### src/rtl/muldiv_unit.sv
// Iterative 32-iteration multiply/divide unit that owns the HI/LO register pair.
// Shift-add multiply (LSB first) and restoring divide (MSB first) under a start/busy/done handshake.
module muldiv_unit #(
    parameter int WIDTH = 32
) (
    input  logic             CLK,
    input  logic             RST,
    input  logic             start,
    input  logic [1:0]       op,
    input  logic [WIDTH-1:0] rs_data,
    input  logic [WIDTH-1:0] rt_data,
    input  logic             flush,
    input  logic             hi_we,
    input  logic             lo_we,
    input  logic [WIDTH-1:0] wdata,
    output logic             busy,
    output logic             done,
    output logic             divzero,
    output logic [WIDTH-1:0] hi,
    output logic [WIDTH-1:0] lo
);

    localparam int CNT_W = $clog2(WIDTH);

    typedef enum logic [1:0] {
        S_IDLE,
        S_CALC,
        S_DONE
    } state_t;

    state_t             state, state_nxt;
    logic [CNT_W-1:0]   cnt;
    logic               dz_q;

    // Operand/working registers: loaded on accept, stepped in CALC, never reset.
    logic               is_div_q;
    logic               neg_res_q;
    logic               neg_rem_q;
    logic [WIDTH-1:0]   opnd_q;
    logic [2*WIDTH-1:0] acc_q;
    logic [WIDTH-1:0]   rem_q;
    logic [WIDTH-1:0]   quo_q;

    logic signed [WIDTH-1:0] rs_s, rt_s;
    logic                    is_signed;
    logic [WIDTH-1:0]        opa, opb;
    logic                    accept, last;

    logic [WIDTH:0]     mul_sum;
    logic [2*WIDTH-1:0] acc_step;
    logic [WIDTH:0]     div_shift;
    logic [WIDTH:0]     div_diff;
    logic               div_ok;
    logic [WIDTH-1:0]   rem_step;
    logic [WIDTH-1:0]   quo_step;

    logic [2*WIDTH-1:0] prod_res;
    logic [WIDTH-1:0]   quo_res, rem_res;

    function automatic logic [WIDTH-1:0] abs_val(input logic signed [WIDTH-1:0] v);
        return v[WIDTH-1] ? WIDTH'(-v) : WIDTH'(v);
    endfunction

    function automatic logic [WIDTH-1:0] fix_sign(input logic [WIDTH-1:0] v, input logic neg);
        return neg ? WIDTH'(-v) : v;
    endfunction

    function automatic logic [2*WIDTH-1:0] fix_sign_wide(input logic [2*WIDTH-1:0] v, input logic neg);
        return neg ? (2*WIDTH)'(-v) : v;
    endfunction

    assign rs_s      = rs_data;
    assign rt_s      = rt_data;
    assign is_signed = op[0];
    assign opa       = is_signed ? abs_val(rs_s) : rs_data;
    assign opb       = is_signed ? abs_val(rt_s) : rt_data;

    assign accept = start && !flush && (state != S_CALC);
    assign last   = (state == S_CALC) && (cnt == CNT_W'(WIDTH - 1));

    assign busy    = (state == S_CALC);
    assign done    = (state == S_DONE);
    assign divzero = (state == S_DONE) && dz_q;

    always_comb begin
        state_nxt = state;
        case (state)
            S_IDLE:  if (start) state_nxt = S_CALC;
            S_CALC:  if (last) state_nxt = S_DONE;
            S_DONE:  state_nxt = start ? S_CALC : S_IDLE;
            default: state_nxt = S_IDLE;
        endcase
        if (flush) state_nxt = S_IDLE;
    end

    // One iteration: multiply adds the multiplicand when the multiplier LSB is set,
    // divide trial-subtracts the divisor from the shifted partial remainder.
    always_comb begin
        mul_sum   = {1'b0, acc_q[2*WIDTH-1:WIDTH]} + (acc_q[0] ? {1'b0, opnd_q} : '0);
        acc_step  = {mul_sum, acc_q[WIDTH-1:1]};
        div_shift = {rem_q, quo_q[WIDTH-1]};
        div_diff  = div_shift - {1'b0, opnd_q};
        div_ok    = !div_diff[WIDTH];
        rem_step  = div_ok ? div_diff[WIDTH-1:0] : div_shift[WIDTH-1:0];
        quo_step  = {quo_q[WIDTH-2:0], div_ok};
    end

    // Divide by zero leaves the remainder equal to |rs|, so the normal remainder
    // fixup already restores rs_data; only the quotient needs overriding.
    always_comb begin
        prod_res = fix_sign_wide(acc_step, neg_res_q);
        quo_res  = dz_q ? '1 : fix_sign(quo_step, neg_res_q);
        rem_res  = fix_sign(rem_step, neg_rem_q);
    end

    always_ff @(posedge CLK) begin
        if (RST) begin
            state <= S_IDLE;
            cnt   <= '0;
            dz_q  <= 1'b0;
            hi    <= '0;
            lo    <= '0;
        end else begin
            state <= state_nxt;
            if (accept) begin
                cnt  <= '0;
                dz_q <= op[1] && (rt_data == '0);
            end else if (state == S_CALC) begin
                cnt <= cnt + 1'b1;
            end
            if (last && !flush) begin
                if (is_div_q) begin
                    hi <= rem_res;
                    lo <= quo_res;
                end else begin
                    hi <= prod_res[2*WIDTH-1:WIDTH];
                    lo <= prod_res[WIDTH-1:0];
                end
            end else if (state != S_CALC) begin
                if (hi_we) hi <= wdata;
                if (lo_we) lo <= wdata;
            end
        end
    end

    always_ff @(posedge CLK) begin
        if (accept) begin
            is_div_q  <= op[1];
            neg_res_q <= is_signed && (rs_data[WIDTH-1] ^ rt_data[WIDTH-1]);
            neg_rem_q <= is_signed && rs_data[WIDTH-1];
            opnd_q    <= op[1] ? opb : opa;
            acc_q     <= {{WIDTH{1'b0}}, opb};
            rem_q     <= '0;
            quo_q     <= opa;
        end else if (state == S_CALC) begin
            acc_q <= acc_step;
            rem_q <= rem_step;
            quo_q <= quo_step;
        end
    end

endmodule

### config.mk
export PLATFORM = sky130hd
export DESIGN_NAME = muldiv_unit
export DESIGN_NICKNAME = d
export VERILOG_FILES = /design/src/rtl/muldiv_unit.sv
export SDC_FILE = /design/constraint.sdc
export NUM_CORES = 1
export LEC_CHECK = 0
export BUFFER_PORTS_ARGS = -buffer_cell sky130_fd_sc_hd__buf_4
export CORE_MARGIN = 3
export CORE_UTILIZATION = 55
export DETAILED_ROUTE_END_ITERATION = 8
export HOLD_SLACK_MARGIN = 0.1
export PLACE_DENSITY = 0.8
export SYNTH_ARGS = -nofsm -noshare
export SYNTH_HDL_FRONTEND = slang
export SYNTH_SLANG_ARGS = --single-unit
### constraint.sdc
create_clock -name CLK -period 5.5 [get_ports CLK]
set_input_delay 0 -clock CLK [delete_from_list [all_inputs] [get_ports CLK]]
set_output_delay 0 -clock CLK [all_outputs]
set_load 0.005 [all_outputs]
==> flow_summary_export.csv <==
group,metric,value,unit
worst_setup_path,critical_path_required,6.00,ns
job,maxCapViolations,0,
power_and_ir_drop,intPower,3.76,mW
clock_tree,cts_root_buf,"clkbuf_16",
power_and_ir_drop,p_comb_share,27.3,%
timing,slew_headroom,14.1,%
global_routing,grt_max_degree,87,
die,die-area,0.0361,mm²
timing,finalClockSkew,0.0117,ns
synthesis,synth_top_family_by_area,"compound AO/OA/AOI/OAI gates",
timing,max_freq,194,MHz
synthesis,ys_async_sr_fraction,0,%
clock_tree,htreeDepth,1,
die,dieHeight,190,µm
clock_tree,numClockSinks,235,
detailed_routing,num_vias,20200,
worst_setup_path,path_common_cell,"a31oi_1",
worst_setup_path,critical-path-max-stage-delay,0.60,ns
global_routing,antenna_found_initial,12,
die,io_pins,171,
final_layout,finalNetCount,2692,
detailed_routing,antenna_left,0,
detailed_routing,drt-wirelength-per-cell,25.6,µm
clock_tree,tritoncts,"done",
die,num_rows,66,
final_layout,syn2layout_area_growth,20.7,%
timing,tightest_slew,1.28,ns
detailed_routing,drt_pre_antenna_iters,7,
die,coreArea,0.0329,mm²
timing,rsz0062_at_grt,"false",
worst_setup_path,path_class,"reg -> reg",
worst_setup_path,crit_buf_inv,2,
worst_setup_path,worstPathArrival,5.64,ns
synthesis,synth.distinct_cells,102,
global_routing,grtUsageTotal,40.3,%
synthesis,avgSynthCellArea,8.16,µm²
clock_tree,cts_buffers,27,
timing,setup_viol,0,
detailed_routing,via_per_inst,6.78,
worst_setup_path,critPathLaunchType,"flip-flop",
detailed_routing,routed_wl,76.2,mm
timing,timing.final.crit_share,93.6,%
synthesis,synth_fa_ha_area_share,4.98,%
synthesis,yosysSeqAreaShare,30.6,%
clock_tree,clockBufferDepth,3,
worst_setup_path,r2r-start,"acc_q[0]$_DFFE_PP_",
power_and_ir_drop,p_sw,1.85,mW
clock_tree,post_cts_buffers,0,
synthesis,ys_warn_count,0,
synthesis,synth_nets,2460,
final_layout,drive_above_1_share,12.7,%
place,dp_hpwl,55.9,mm
synthesis,ys.flop_type,"dfxtp_1",
run_status,outcome,"finished clean",
worst_hold_path,min_path_type,"in -> reg",
place,gp_congestion,1.03,
timing,setup_tns,0,ns
clock_tree,clkLatencyLatePin,0.56,ns
place,place_area,0.0202,mm²
timing,final_max_slew_viol_count,0,
worst_setup_path,critPathLaunch,"acc_q[0]$_DFFE_PP_",
timing,fin_crit,5.15,ns
place,dp_slack,0.422,ns
power_and_ir_drop,switching_share,33.0,%
global_routing,grt-ovfl-total,0,
worst_setup_path,crit_slowest_cell,"or4_4",
worst_setup_path,cp_max_fo,30,
synthesis,muxShareOfSynthArea,3.57,%
power_and_ir_drop,power.leakage,8.79,nW
power_and_ir_drop,p_seq_share,37.1,%
timing,fin_ws,0.352,ns
detailed_routing,drcViolationCount,0,
synthesis,netlist_instances,2283,
global_routing,grt_pass1_wl,113,mm
global_routing,grt_pass1_vias,19200,
timing,hold_viol_final,0,
synthesis,synth_edf_count,99,
worst_setup_path,critical_path.cell_chain,"buf_4 > and2_1 > ha_1 > nand2_1 > a211o_1 > a21o_1 > a31oi_1 > a21bo_1 > xor2_1 > or4_4 > or2_4 > and3_1 > or4_1 > a31oi_1 > dlygate4sd3_1",
final_layout,fin_area,0.0225,mm²
power_and_ir_drop,power_density,249,mW/mm²
die,start_util,56.5,%
synthesis,synth_compound_area_share,27.0,%
synthesis,yosys_register_bits,235,
detailed_routing,drt-initial-drc-count,2603,
die,fp.dieW,190,µm
worst_setup_path,cp-end-kind,"flip-flop",
synthesis,syn_area,0.0186,mm²
power_and_ir_drop,p_clk_share,35.6,%
synthesis,synth_xor_xnor_area_share,10.0,%
clock_tree,clkSlewWorstSetupHoldPaths,0.06,ns
synthesis,synth-simple-area-share,19.5,%
worst_hold_path,min_from,"lo_we",
worst_setup_path,crit_family,"simple AND/OR/NAND/NOR gates",
place,portBuffers,170,
power_and_ir_drop,irDropWorstVdd,214,µV
Yosys cell counts (7+ instances only):
library cell  count  area (µm²)
a31oi_1          20         125
a22oi_1          46         345
inv_1            71         267
and3_1           16         100
a211oi_1         13        97.6
o31ai_1          39         293
dfxtp_1         136        2720
or3_1            25         156
o41ai_1          17         149
edfxtp_1         99        2970
mux2i_1          62         621
o22ai_1           9        56.3
a222oi_1         13         130
nor4_1           25         156
nand2b_1         19         119
a21o_1           24         180
o21ai_1          11        55.1
xnor2_1         148        1300
or4_1            16         120
o211ai_1         24         180
nor2_1          140         526
or2_2            10        62.6
nand2_1         264         991
o21ai_0         208        1040
ha_1             71         888
a21oi_1         167         836
nand3_1          25         125
a22o_1           30         263
o221ai_1         27         236
and2_1           47         294
o21a_1           19         143
nor2b_1           7        43.8
nand4_1          25         156
nor3_1           61         305
buf_2            26         130
clkbuf_1        100         375
xor2_1           65         569
metal layers:
metal,routed length [µm],track usage [%],part of all wire [%],up-vias
li1,-,-,-,8954
met2,34000,65.1,45,1427
met1,27700,48.8,36,9502
met5,97,0,0.13,-
met4,5450,24.1,7.1,14
met3,8990,9.78,12,331
layout by cell type, fill, tap and decap left out, types with 13 or more instances in the layout:
cell	n
nand2_1	263
xnor2_1	148
a21o_1	24
a22o_1	30
buf_4	209
o221ai_1	27
nand2b_1	19
a21oi_1	167
nor4_1	25
or4_1	16
nand4_1	25
o21ai_0	208
dlygate4sd3_1	127
mux2i_1	62
clkbuf_16	27
edfxtp_1	99
nor2_1	137
o211ai_1	24
o21a_1	19
ha_1	71
xor2_1	65
nor3_1	60
o31ai_1	39
dfxtp_1	136
inv_1	70
a222oi_1	13
nand3_1	25
and3_1	16
a31oi_1	20
or3_1	25
o41ai_1	17
and2_1	47
a211oi_1	13
a22oi_1	46
power by group through the flow:
stage | clock network (mW) | registers (mW) | logic (mW)
floorplan | 0 | 2.07 | 0.901
global placement | 0 | 2.10 | 1.36
detailed placement | 0 | 2.11 | 1.38
CTS | 1.98 | 2.07 | 1.47
global route | 2.04 | 2.09 | 1.63
finish | 2.00 | 2.08 | 1.53
logic make-up (layout without fill, tap and decap cells):
family / count (synthesis) / count (layout)
other: 0 / 5
and+or+nand+nor: 729 / 729
adders and majority gates: 73 / 73
muxes: 66 / 66
xor gates and xnor gates: 213 / 213
AOI/OAI and AO/OA: 760 / 760
DFF: 235 / 235
buffers and inverters: 207 / 459
path summary, 6_finish.rpt:
check,endpoint,slack [ns],depth (start not counted)
worst min register to register,acc_q[40]$_SDFFE_PP0P_,0.47,2
worst max register to register,hi[23]$_SDFFE_PP0P_,0.35,15
worst min-delay path,lo[0]$_SDFFE_PP0P_,0.12,4
worst max-delay path,hi[23]$_SDFFE_PP0P_,0.35,15
area by class of cell:
cell class | count | area (µm²)
multi-input cells | 1841 | 12200
fillers | 2573 | 10500
flip-flops and latches | 235 | 5700
repair buffers | 336 | 2840
clock buffers | 30 | 697
well taps | 442 | 553
inverters | 74 | 278
clock inverters | 19 | 256
diodes | 5 | 12.5
worst min-delay path: stages:
cell,delay (ns)
buf_4,0.11
and2_1,0.24
nor3_1,0.18
a2111oi_0,0.09
metrics by stage:
step | total power [mW] | hold WS [ns] | instances | utilization [%]
after floorplan | 2.97 | 0.0793 | 2283 | -
after global placement | 3.46 | 0.199 | 2801 | 61.4
after detailed placement | 3.49 | 0.209 | 2801 | 61.4
after CTS | 5.52 | 0.113 | 2977 | 68.2
after global routing | 5.76 | 0.201 | 2977 | 68.2
final | 5.61 | 0.124 | 2982 | 68.3
flip-flops by register name, summed over array words and instances, names as in the netlist:
name	count
acc_q	64
hi	32
lo	32
opnd_q	32
quo_q	32
rem_q	32
cnt	5
state	2
dz_q	1
is_div_q	1
neg_rem_q	1
neg_res_q	1
timing repair:
| item | in CTS | in global routing |
|---|---|---|
| gates resized for setup | 0 | 2 |
| hold buffers | 127 | 0 |
| endpoints found under the hold margin | 150 | 0 |
| setup endpoints to repair | 0 | 2 |
(Power assumes the default switching activity.)
